File: src/rtl/change_event_logger.sv
// Change-event logger: timestamps value changes of a sampled 1-bit output and queues them for draining.
// Define LOGGER_CHECK_EN to add the EXPECTED truth-table checker (mismatch / err_count ports).
module change_event_logger #(
    parameter int                  CTX_W    = 4,
    parameter int                  TIME_W   = 16,
    parameter int                  DEPTH    = 8,
    parameter logic [2**CTX_W-1:0] EXPECTED = '0
) (
    input  logic                     clk,
    input  logic                     reset,
    input  logic                     en,
    input  logic                     obs,
    input  logic [CTX_W-1:0]         ctx,
    output logic                     ev_valid,
    input  logic                     ev_ready,
    output logic [TIME_W-1:0]        ev_time,
    output logic                     ev_value,
    output logic [CTX_W-1:0]         ev_ctx,
    output logic [$clog2(DEPTH):0]   level,
    output logic                     overflow,
    output logic [7:0]               drop_count
`ifdef LOGGER_CHECK_EN
    ,
    output logic                     mismatch,
    output logic [7:0]               err_count
`endif
);

    localparam int PTR_W = $clog2(DEPTH);
    localparam int LVL_W = PTR_W + 1;
    localparam int REC_W = TIME_W + 1 + CTX_W;
    localparam logic [LVL_W-1:0] FULL_LVL = LVL_W'(DEPTH);

    logic [TIME_W-1:0] time_reg;
    logic              prev_reg;
    logic              armed_reg;
    logic [REC_W-1:0]  mem [DEPTH];
    logic [PTR_W-1:0]  wr_ptr_reg;
    logic [PTR_W-1:0]  rd_ptr_reg;
    logic [LVL_W-1:0]  count_reg;
    logic [LVL_W-1:0]  count_next;
    logic [REC_W-1:0]  head_reg;
    logic              overflow_reg;
    logic [7:0]        drop_reg;

    logic              event_hit;
    logic              pop;
    logic              push;
    logic              drop;
    logic              full;
    logic              load_new;
    logic [REC_W-1:0]  rec;
    logic [PTR_W-1:0]  rd_ptr_inc;

    always_comb begin
        event_hit  = en && (armed_reg || (obs != prev_reg));
        rec        = {time_reg, obs, ctx};
        full       = (count_reg == FULL_LVL);
        pop        = (count_reg != '0) && ev_ready;
        push       = event_hit && (!full || pop);
        drop       = event_hit && full && !pop;
        rd_ptr_inc = rd_ptr_reg + 1'b1;
        // The head register takes the incoming record only when nothing older survives this edge.
        load_new   = push && ((count_reg == '0) || ((count_reg == LVL_W'(1)) && pop));
        count_next = count_reg;
        case ({push, pop})
            2'b10:   count_next = count_reg + 1'b1;
            2'b01:   count_next = count_reg - 1'b1;
            default: count_next = count_reg;
        endcase
    end

    always_ff @(posedge clk) begin
        if (push) begin
            mem[wr_ptr_reg] <= rec;
        end
    end

    always_ff @(posedge clk) begin
        if (reset) begin
            time_reg     <= '0;
            prev_reg     <= 1'b0;
            armed_reg    <= 1'b1;
            wr_ptr_reg   <= '0;
            rd_ptr_reg   <= '0;
            count_reg    <= '0;
            head_reg     <= '0;
            overflow_reg <= 1'b0;
            drop_reg     <= '0;
        end else begin
            time_reg  <= time_reg + 1'b1;
            count_reg <= count_next;
            if (en) begin
                prev_reg  <= obs;
                armed_reg <= 1'b0;
            end
            if (push) begin
                wr_ptr_reg <= wr_ptr_reg + 1'b1;
            end
            if (pop) begin
                rd_ptr_reg <= rd_ptr_inc;
            end
            if (load_new) begin
                head_reg <= rec;
            end else if (pop && (count_reg > LVL_W'(1))) begin
                head_reg <= mem[rd_ptr_inc];
            end
            if (drop) begin
                overflow_reg <= 1'b1;
                if (drop_reg != 8'hFF) begin
                    drop_reg <= drop_reg + 1'b1;
                end
            end
        end
    end

    assign ev_valid                    = (count_reg != '0);
    assign {ev_time, ev_value, ev_ctx} = head_reg;
    assign level                       = count_reg;
    assign overflow                    = overflow_reg;
    assign drop_count                  = drop_reg;

`ifdef LOGGER_CHECK_EN
    logic       mismatch_reg;
    logic [7:0] err_reg;
    logic       disagree;

    assign disagree = en && (obs != EXPECTED[ctx]);

    always_ff @(posedge clk) begin
        if (reset) begin
            mismatch_reg <= 1'b0;
            err_reg      <= '0;
        end else begin
            mismatch_reg <= disagree;
            if (disagree && (err_reg != 8'hFF)) begin
                err_reg <= err_reg + 1'b1;
            end
        end
    end

    assign mismatch  = mismatch_reg;
    assign err_count = err_reg;
`endif

endmodule

File: config.mk
export PLATFORM = sky130hd
export DESIGN_NAME = change_event_logger
export DESIGN_NICKNAME = d
export VERILOG_FILES = /design/src/rtl/change_event_logger.sv
export SDC_FILE = /design/constraint.sdc
export NUM_CORES = 1
export LEC_CHECK = 0
export CAP_MARGIN = 20
export CORE_MARGIN = 1
export CORE_UTILIZATION = 34
export DETAILED_ROUTE_END_ITERATION = 8
export GPL_TIMING_DRIVEN = 0
export PLACE_DENSITY_LB_ADDON = 0.05
export SLEW_MARGIN = 20
export SYNTH_ARGS = -nofsm -noshare
export SYNTH_HDL_FRONTEND = slang
export SYNTH_SLANG_ARGS = --single-unit
export TNS_END_PERCENT = 10
File: constraint.sdc
create_clock -name clk -period 12.2 [get_ports clk]
set_input_delay 3.05 -clock clk [delete_from_list [all_inputs] [get_ports clk]]
set_output_delay 3.05 -clock clk [all_outputs]
set_load 0.02 [all_outputs]
# Yosys cells after proc, flatten, opt, wreduce, memory -nomap -nowiden
# Memories as Yosys holds them, arrays and structs flattened.
# Index checks and enable logic that the tools add are counted.
totals:
  register_bits: 58
  ram_bits: 168
  input_bits: 9
  wordCells: 46
  mem_count: 1
mem_list:
  columns: ["memory", "words", "width", "read_ports", "rd_clocked_by_memory_dff", "write_ports", "line", "text"]
  rows:
  - ["mem", 8, 21, 1, 0, 1, "37", "logic [REC_W-1:0] mem [DEPTH];"]
classes:
  add_sub_neg: 6
  magnitude_cmp: 1
  n_eq_ne: 6
  muxes: 5
  reduce_logical: 18
op_table:
  columns: ["cell", "n"]
  rows:
  - ["$mux W21", 2]
  - ["$add A16 B1 Y16 const B", 1]
  - ["$add A8 B1 Y8 const B", 1]
  - ["$logic_and A1 B1 Y1", 8]
  - ["$ne A8 B8 Y1 const B", 1]
  - ["$pmux W4 S2", 1]
  - ["$add A3 B1 Y3 const B", 2]
  - ["$add A4 B1 Y4 const B", 1]
  - ["$eq A4 B1 Y1 const B", 1]
  - ["$eq A4 B4 Y1 const B", 1]
  - ["$gt A4 B1 Y1 const B", 1]
  - ["$logic_not A4 Y1", 1]
  - ["$reduce_bool A2 Y1", 2]
  - ["$reduce_bool A4 Y1", 1]
  - ["$sub A4 B1 Y4 const B", 1]
  - ["$logic_or A1 B1 Y1", 3]
  - ["$eq A2 B1 Y1 const B", 1]
  - ["$eq A2 B2 Y1 const B", 1]
  - ["$logic_not A1 Y1", 2]
  - ["$mux W1", 2]
  - ["$reduce_and A2 Y1", 1]
  - ["$ne A1 B1 Y1", 1]

# Depth between registers and ports, before layout
depth:
  depth_word: 6
  mapped_depth: 10
  mapped_depth_nobuf: 7

# Worst setup path before layout
# Ideal clock, no wire load.
synth_path:
  path_kind: "input to register"
  startpoint: "in ev_ready"
  endpoint: "mem mem[0][0] (netlist name) (enable)"
  setup_ns: 0.453
  arrival_ns: 5.644
  required_ns: 11.747
  setup_slack_ns: 6.103
  stages: 4
  cell_sequence: "clkbuf_8 nand4bb_1 o211ai_1 nor4_1"
synth_via:
  elab_chain_len: 5
synth_rtl:
  columns: ["element", "line", "text"]
  rows:
  - ["start, declared", "15", "input logic ev_ready,"]
  - ["$logic_and A1 B1 Y1", "59", "pop = (count_reg != '0) && ev_ready;"]
  - ["$logic_or A1 B1 Y1", "60", "push = event_hit && (!full || pop);"]
  - ["$logic_and A1 B1 Y1", "60", null]
  - ["$mux W1", "74", "if (push) begin"]
  - ["$mux W1 (not written as such)", "75", "mem[wr_ptr_reg] <= rec;"]
  - ["end, declared", "37", null]
# Every way passes these cells.

# Worst setup path after layout
layout_path:
  startpoint: "in obs"
  endpoint: "mem mem[0][10] (netlist name) (enable)"
layout_via:
  elab_chain_len: 6
layout_rtl:
  columns: ["element", "line", "text"]
  rows:
  - ["start, declared", "12", "input logic obs,"]
  - ["$ne A1 B1 Y1", "56", "event_hit = en && (armed_reg || (obs != prev_reg));"]
  - ["$logic_or A1 B1 Y1", "56", null]
  - ["$logic_and A1 B1 Y1", "56", null]
  - ["$logic_and A1 B1 Y1", "60", null]
  - ["$mux W1", "74", null]
  - ["$mux W1 (not written as such)", "75", null]
# Every way passes these cells.

==> summary.md <==
| Metric | Value |
|---|---|
| Final Util | `between 40% and 50%` |
| # rows | `between 50 and 60` |
| Reg-to-reg setup timing slack | `approximately 9000 ps` |
| Mapped cell area | `between 9000 and 10000 um2` |
| First-pass GRT wire length | `approximately 35000 um` |
| Die ar. | `~28000 um2` |
| Sw frac | `a little over a quarter` |
| Critical path, cell by cell | `clkdlybuf4s50_1 > xor2_2 > o211ai_1 > nor4_2 > buf_4 > buf_2 > buf_2` |
| Minimum clock period | `5682 ps` |
| GR Overflow Total | `0` |
| Clock Latency Late Sink | `roughly 520 ps` |
| Post-synth ARST share | `0%` |
| Synthesized area per cell | `~16 um2` |
| Worst VDD drop | `~0.00011 V` |
| RSZ-0062 raised after global routing | `false` |
| Max FFs per register | `roughly 170` |
| Syn Nets | `577` |
| # DRC | `2` |
| Failing checks | `DRC` |
| Setup TNS | `0 ps` |
| GRT Total Usage | `roughly 17%` |
| Total Power | `2.200 mW` |
| Share of layout cells above drive strength 1 | `approximately a quarter` |
| Yosys top cell area share | `roughly 55%` |
| PostCTS Resize Cnt | `0` |
| Avg WL per Cell | `roughly 23 um` |
| Count leader, synth | `edfxtp_1` |
| Post-CTS setup buffer count | `0` |
| CP delay by family, top | `buffers and inverters` |
| Net Switching | `590.4 uW` |
| Slew headroom | `33.07%` |
| Worst Tran Pin Value | `around 1000 ps` |
| Critical Path Source Type | `input pin` |
| Final net count | `669` |
| Pint | `~1.6 mW` |
| Max Cap Viol | `0` |
| Chip height | `approximately 170 um` |
| Vias in the first global route | `5509` |
| Slowest cell delay on critical path | `between 700 and 800 ps` |
| Cells after Synth | `about 560` |
| Largest net degree at the start of global routing | `16` |
| Worst path required time | `between 10000 and 15000 ps` |
| Post-DP HPWL | `between 15000 and 20000 um` |
| Core Area | `~26000 um2` |
| Synth cell types | `53` |
| Crit-path most repeated cell | `buf_2` |
| H-tree Lvls | `1` |
| Seq/Total Area, Yosys | `roughly 67%` |
| Clock buffer depth | `3` |
| CP Max Fanout | `11` |
| Final Skew | `between 10 and 15 ps` |
| Crit path buffers/inverters | `4` |
| Synth-to-Final Area Change | `21.72%` |
| EDFF count, synth | `168` |
| Synth Register Bits | `226` |
| Sequential Area | `slightly above 6000 um2` |
| Die X | `between 150 and 200 um` |
| Tightest Hold Check Type | `reg -> reg` |
| Gpl congestion | `~0.75` |
| Clock tree sinks | `about 230` |
| CTS root buffer | `clkbuf_16` |
| Antenna Nets Post-Route | `0` |
| Starting Density | `about a third` |
| # port buffers | `between 40 and 50` |
| Via count | `5304` |
| Post-DR vias/cell | `5.267` |
| Final Max Tran Viols | `0` |
| Fin crit share | `between 40 and 50%` |
| Pwr dens | `196.3 nW/um2` |
| WP data arrival | `~6000 ps` |
| Critical-path top delay cell | `clkdlybuf4s50_1` |
| Comb power frac | `between 20 and 25%` |
| Critical path endpoint category | `flip-flop` |
| Final wirelength | `roughly 23000 um` |
| CTS tree | `yes` |
| Initial antenna violation count | `0` |
| Final setup vio count | `0` |
| IO Count | `44` |
| 1st-pass router iterations | `7` |
| Seq pwr share | `41.3%` |
| Yosys warnings | `0` |
| Top FF cell, synth | `edfxtp_1` |
| N_diodes | `0` |
| Status | `finished with violations` |
| Top post-synthesis cells by count | `edfxtp_1, dfxtp_1, mux4_2` |
| Final Hold Viols | `0` |
| Synth top area cells | `edfxtp_1, dfxtp_1, mux4_2` |
| # hold bufs at CTS | `0` |
| Worst Setup Path Type | `in -> reg` |
| FMAX | `176.0 MHz` |
| Clk slew on worst S/H paths | `60 ps` |
| Clock network fraction of design power | `between 30 and 40%` |
| Area leader, netlist | `edfxtp_1` |
| Leakage | `approximately 3.7 nW` |
| CTS Buf Count | `26` |
| Fillers | `around 2300` |
| 1st-iter DRT viols | `395` |
| Multi-input logic area | `2771 um2` |
metrics by stage:
step / setup slack, ps / hold slack (ps) / cell area, um2 / std cells
after floorplan: 6103 / 464.6 / 9204 / 561
after global placement: 2329 / 442.3 / 10040 / 938
after detailed placement: 6024 / 449.3 / 10310 / 960
after CTS: 6559 / 463.9 / 11200 / 1007
after global routing: 6399 / 491.2 / 11200 / 1007
final: 6518 / 455.6 / 11200 / 1007
final cells by class:
cell class	instances	share of cell area [%]
clock buffer	32	6.198
clock inverter	15	1.731
buffer	35	2.155
tap	335	3.741
inverter	9	0.3015
multi-input combinational	291	24.74
timing repair buffer	64	5.740
sequential	226	55.39
power groups by stage:
stage	Sequential, mW	Clock [mW]	Combinational, mW
after global routing	0.917	0.846	0.522
final	0.909	0.804	0.486
after detailed placement	0.926	0	0.493
after global placement	0.927	0	0.487
after CTS	0.911	0.822	0.495
after floorplan	0.955	0	0.281
tightest hold or removal path, delay by kind of cell (launching register included):
family / cells / cell delay, ps
buffers and inverters: 1 / 50
DFF: 1 / 310
AOI/OAI and AO/OA: 1 / 50
final timing paths:
kind,depth (start not counted),startpoint,end
max,7,obs,mem[0][10]
min,2,overflow,overflow
max reg2reg,9,level[0],mem[0][10]
min reg2reg,2,overflow,overflow
cell usage in the layout, fill, tap and decap left out, drive strengths merged, types with 2 or more instances in the layout:
cell type and count:
o2111ai 3, o21ai 6, o211ai 3, nor3 8
nand4 8, nand3 27, nor2b 4, buf 44
dfxtp 58, inv 9, mux4 42, bufinv 5
a21oi 10, edfxtp 168, xor2 10, xnor2 6
o221a 4, clkinv 10, clkbuf 45, nand2b 2
and4 2, nor2 28, o31ai 5, o41ai 2
mux2i 23, or4 5, clkdlybuf4s50 42, o21a 5
ha 7, mux2 8, and3 3, or3 3
nand2 33, nor4 3, o221ai 18
routing by layer:
| layer | global-route usage, % | vias to the layer above | routed length [um] |
|---|---|---|---|
| met4 | 4.509 | 0 | 433 |
| met3 | 2.733 | 40 | 875 |
| li1 | - | 2423 | - |
| met5 | 0 | - | 0 |
| met1 | 22.16 | 2722 | 10310 |
| met2 | 28.39 | 119 | 11270 |
logic make-up (layout without fill, tap and decap cells):
logic type / after synthesis / count (layout) / synth area share (%)
flops: 226 / 226 / 67.43
simple gates: 131 / 131 / 7.110
mux: 73 / 73 / 13.76
compound gates: 64 / 64 / 6.159
buf+inv: 44 / 155 / 2.991
xor+xnor: 16 / 16 / 1.604
fa+ha+maj: 7 / 7 / 0.9516
Power figures use the tool's default switching activity.
==> patch (same flow settings) <==
One comparison of `count_reg` changes from == to >=.
--- a/src/rtl/change_event_logger.sv
+++ b/src/rtl/change_event_logger.sv
@@ -55,7 +55,7 @@
     always_comb begin
         event_hit  = en && (armed_reg || (obs != prev_reg));
         rec        = {time_reg, obs, ctx};
-        full       = (count_reg == FULL_LVL);
+        full       = (count_reg >= FULL_LVL);
         pop        = (count_reg != '0) && ev_ready;
         push       = event_hit && (!full || pop);
         drop       = event_hit && full && !pop;
Check against the original RTL: no difference found for any inputs over 4 cycles, from zero or initial values and one cycle with reset high; that may be too few to reach the edited logic, so the function may still have changed.
==> patch against the original RTL <==
  * Clock power about the same
  * Wire length is 2.6% lower
  * Synthesized area down 2.5%
  * Via count down 1.8%
  * Largest power group unchanged
  * Sequential cell count unchanged
  * Total power increased by 4.7%
  * Final area decreased by 2.2%
  * Setup slack gained 59 ps
==> patch: results (changes against the original RTL) <==
Route
The number of DRC markers after the initial detailed-route iteration is 424 (+7.3%). The detailed-route wire length per cell was 22.3 um (-1.9%). The number of search-and-repair iterations in the first detailed-routing pass was 5 (-2).

The mean number of vias per cell is 5.21 (-1.1%).

Logic synthesis
In the post-synthesis netlist, the biggest area contributors are sky130_fd_sc_hd__edfxtp_1 (56%), sky130_fd_sc_hd__dfxtp_1 (13%), sky130_fd_sc_hd__mux4_2 (11%). The number of library cell types mapped by synthesis is 46 (-13%). The part of the Yosys area used for sequential elements is 69.2% (+1.7 points). Sorting the synthesized cells by how often they occur yields sky130_fd_sc_hd__edfxtp_1 (168), sky130_fd_sc_hd__dfxtp_1 (58), sky130_fd_sc_hd__nor2_1 (58). The number of nets in the synthesized netlist is 579 (+0.35%). The instance count of the mapped netlist came to 563 (+0.36%).

Status
The run finished with clean final reports.

Worst setup path
The count of cells along the worst register-to-register path is 6 (-3). The data arrival time of the critical path is 5850 ps (-50 ps). The maximum fanout encountered on the critical timing path is 12 (+1). Tracing the worst setup path back leads to its startpoint at obs. The reg-to-reg critical path startpoint is level[3]. The worst setup slack for register-to-register paths was 9500 ps (+450 ps). In this run the critical register-to-register path is captured at mem[0][1].

CTS
The total clock buffers created by CTS is 26 (unchanged).

Power
The net switching power is 672 uW (+14%). The cell leakage power is 0.00355 uW (-3.6%). The largest voltage drop on the vdd net is 0.000123 V (+8.9%).

GRT
The number of global-route vias before repair was 5216 (-5.3%). The global-route total usage across every layer came to 17.0% (+0.28 points). The met1 routing resource usage after global routing was 25.5% (+3.4 points). The global-route met3 utilization is 2.56% (-0.17 points). The first-pass GRT wire length came to 33400 um (-3.4%). The met2 track demand over resource is 25.8% (-2.6 points).

Placed design
The placer's final routability congestion estimate is 0.721 (-3.3%). The placed wire-length estimate after detailed placement is 14300 um (-6.1%). The total instance count after detailed placement came to 952 (-0.83%).

Layout
The ratio of cells with drive above 1 in the final layout is 20.0% (-3.8 points). The number of standard cells in the final layout excluding fillers came to 1000 (-0.70%). The post-layout net count is 661 (-1.2%).

STA
The final setup skew is 14.2 ps (+3.79 ps).
patch: cell types whose count changed in the layout (fill, tap and decap cells not counted), sizes merged, moves of 11 or more:
cell    delta
a211oi    +13
mux2i     -16
nand2     -11
nand3     -19
nor2      +31
o221ai    -18
patch: kinds of logic after synthesis:
logic type / after synthesis / share of synthesized area [%]
AO/OA/AOI/OAI: 76 / 6.12
XOR/XNOR: 26 / 2.54
adder cells (fa/ha/maj): 7 / 0.976
buffers and inverters: 41 / 2.59
flip-flops: 226 / 69.2
multiplexers: 49 / 11.3
AND/OR/NAND/NOR: 138 / 7.27
patch: how the worst min path moves through the flow:
stage / start / to / slack (ps) / cells past startpoint
floorplan: rd_ptr_reg[1] / rd_ptr_reg[1] / 440 / 2
global placement: overflow / overflow / 450 / 2
detailed placement: overflow / overflow / 450 / 2
CTS: overflow / overflow / 450 / 2
global route: overflow / overflow / 470 / 2
finish: overflow / overflow / 450 / 2
patch: per-stage QoR:
| stage | instance area [um^2] | worst slack, ps | power [uW] | utilization, % |
|---|---|---|---|---|
| finish | 11000 | 6580 | 2300 | 42.2 |
| global route | 11000 | 6490 | 2400 | 42.2 |
| CTS | 11000 | 6590 | 2330 | 42.2 |
| floorplan | 8970 | 6350 | 1310 | - |
| detailed placement | 10100 | 6050 | 1520 | 38.7 |
| global placement | 9810 | 3350 | 1510 | 37.8 |
patch: layout make-up:
cell class | instances | area (um^2)
fill | 2340 | 15000
sequential | 226 | 6210
multi-input combinational | 296 | 2590
clock buffer | 32 | 683
timing repair buffer | 54 | 623
tap | 335 | 419
clock inverter | 16 | 208
buffer | 30 | 191
inverter | 11 | 41.3
patch: power groups by stage:
stage | clock network, uW | registers, uW | logic (uW)
3_3_place_gp | 0 | 919 | 596
5_1_grt | 849 | 908 | 645
3_5_place_dp | 0 | 919 | 606
2_1_floorplan | 0 | 944 | 369
6_report | 803 | 903 | 598
4_1_cts | 822 | 903 | 609
patch: critical path, delay by kind of cell:
kind | cells | cell delay [ps]
compound gates | 1 | 600
xor+xnor | 1 | 240
buf+inv | 2 | 1030
simple gates | 2 | 920
patch: per-layer routing:
layer | share of wire [%] | routed length (um)
met3 | 4.3 | 955
met1 | 49 | 10900
met5 | 0 | 0
met4 | 2.1 | 476
met2 | 45 | 9930
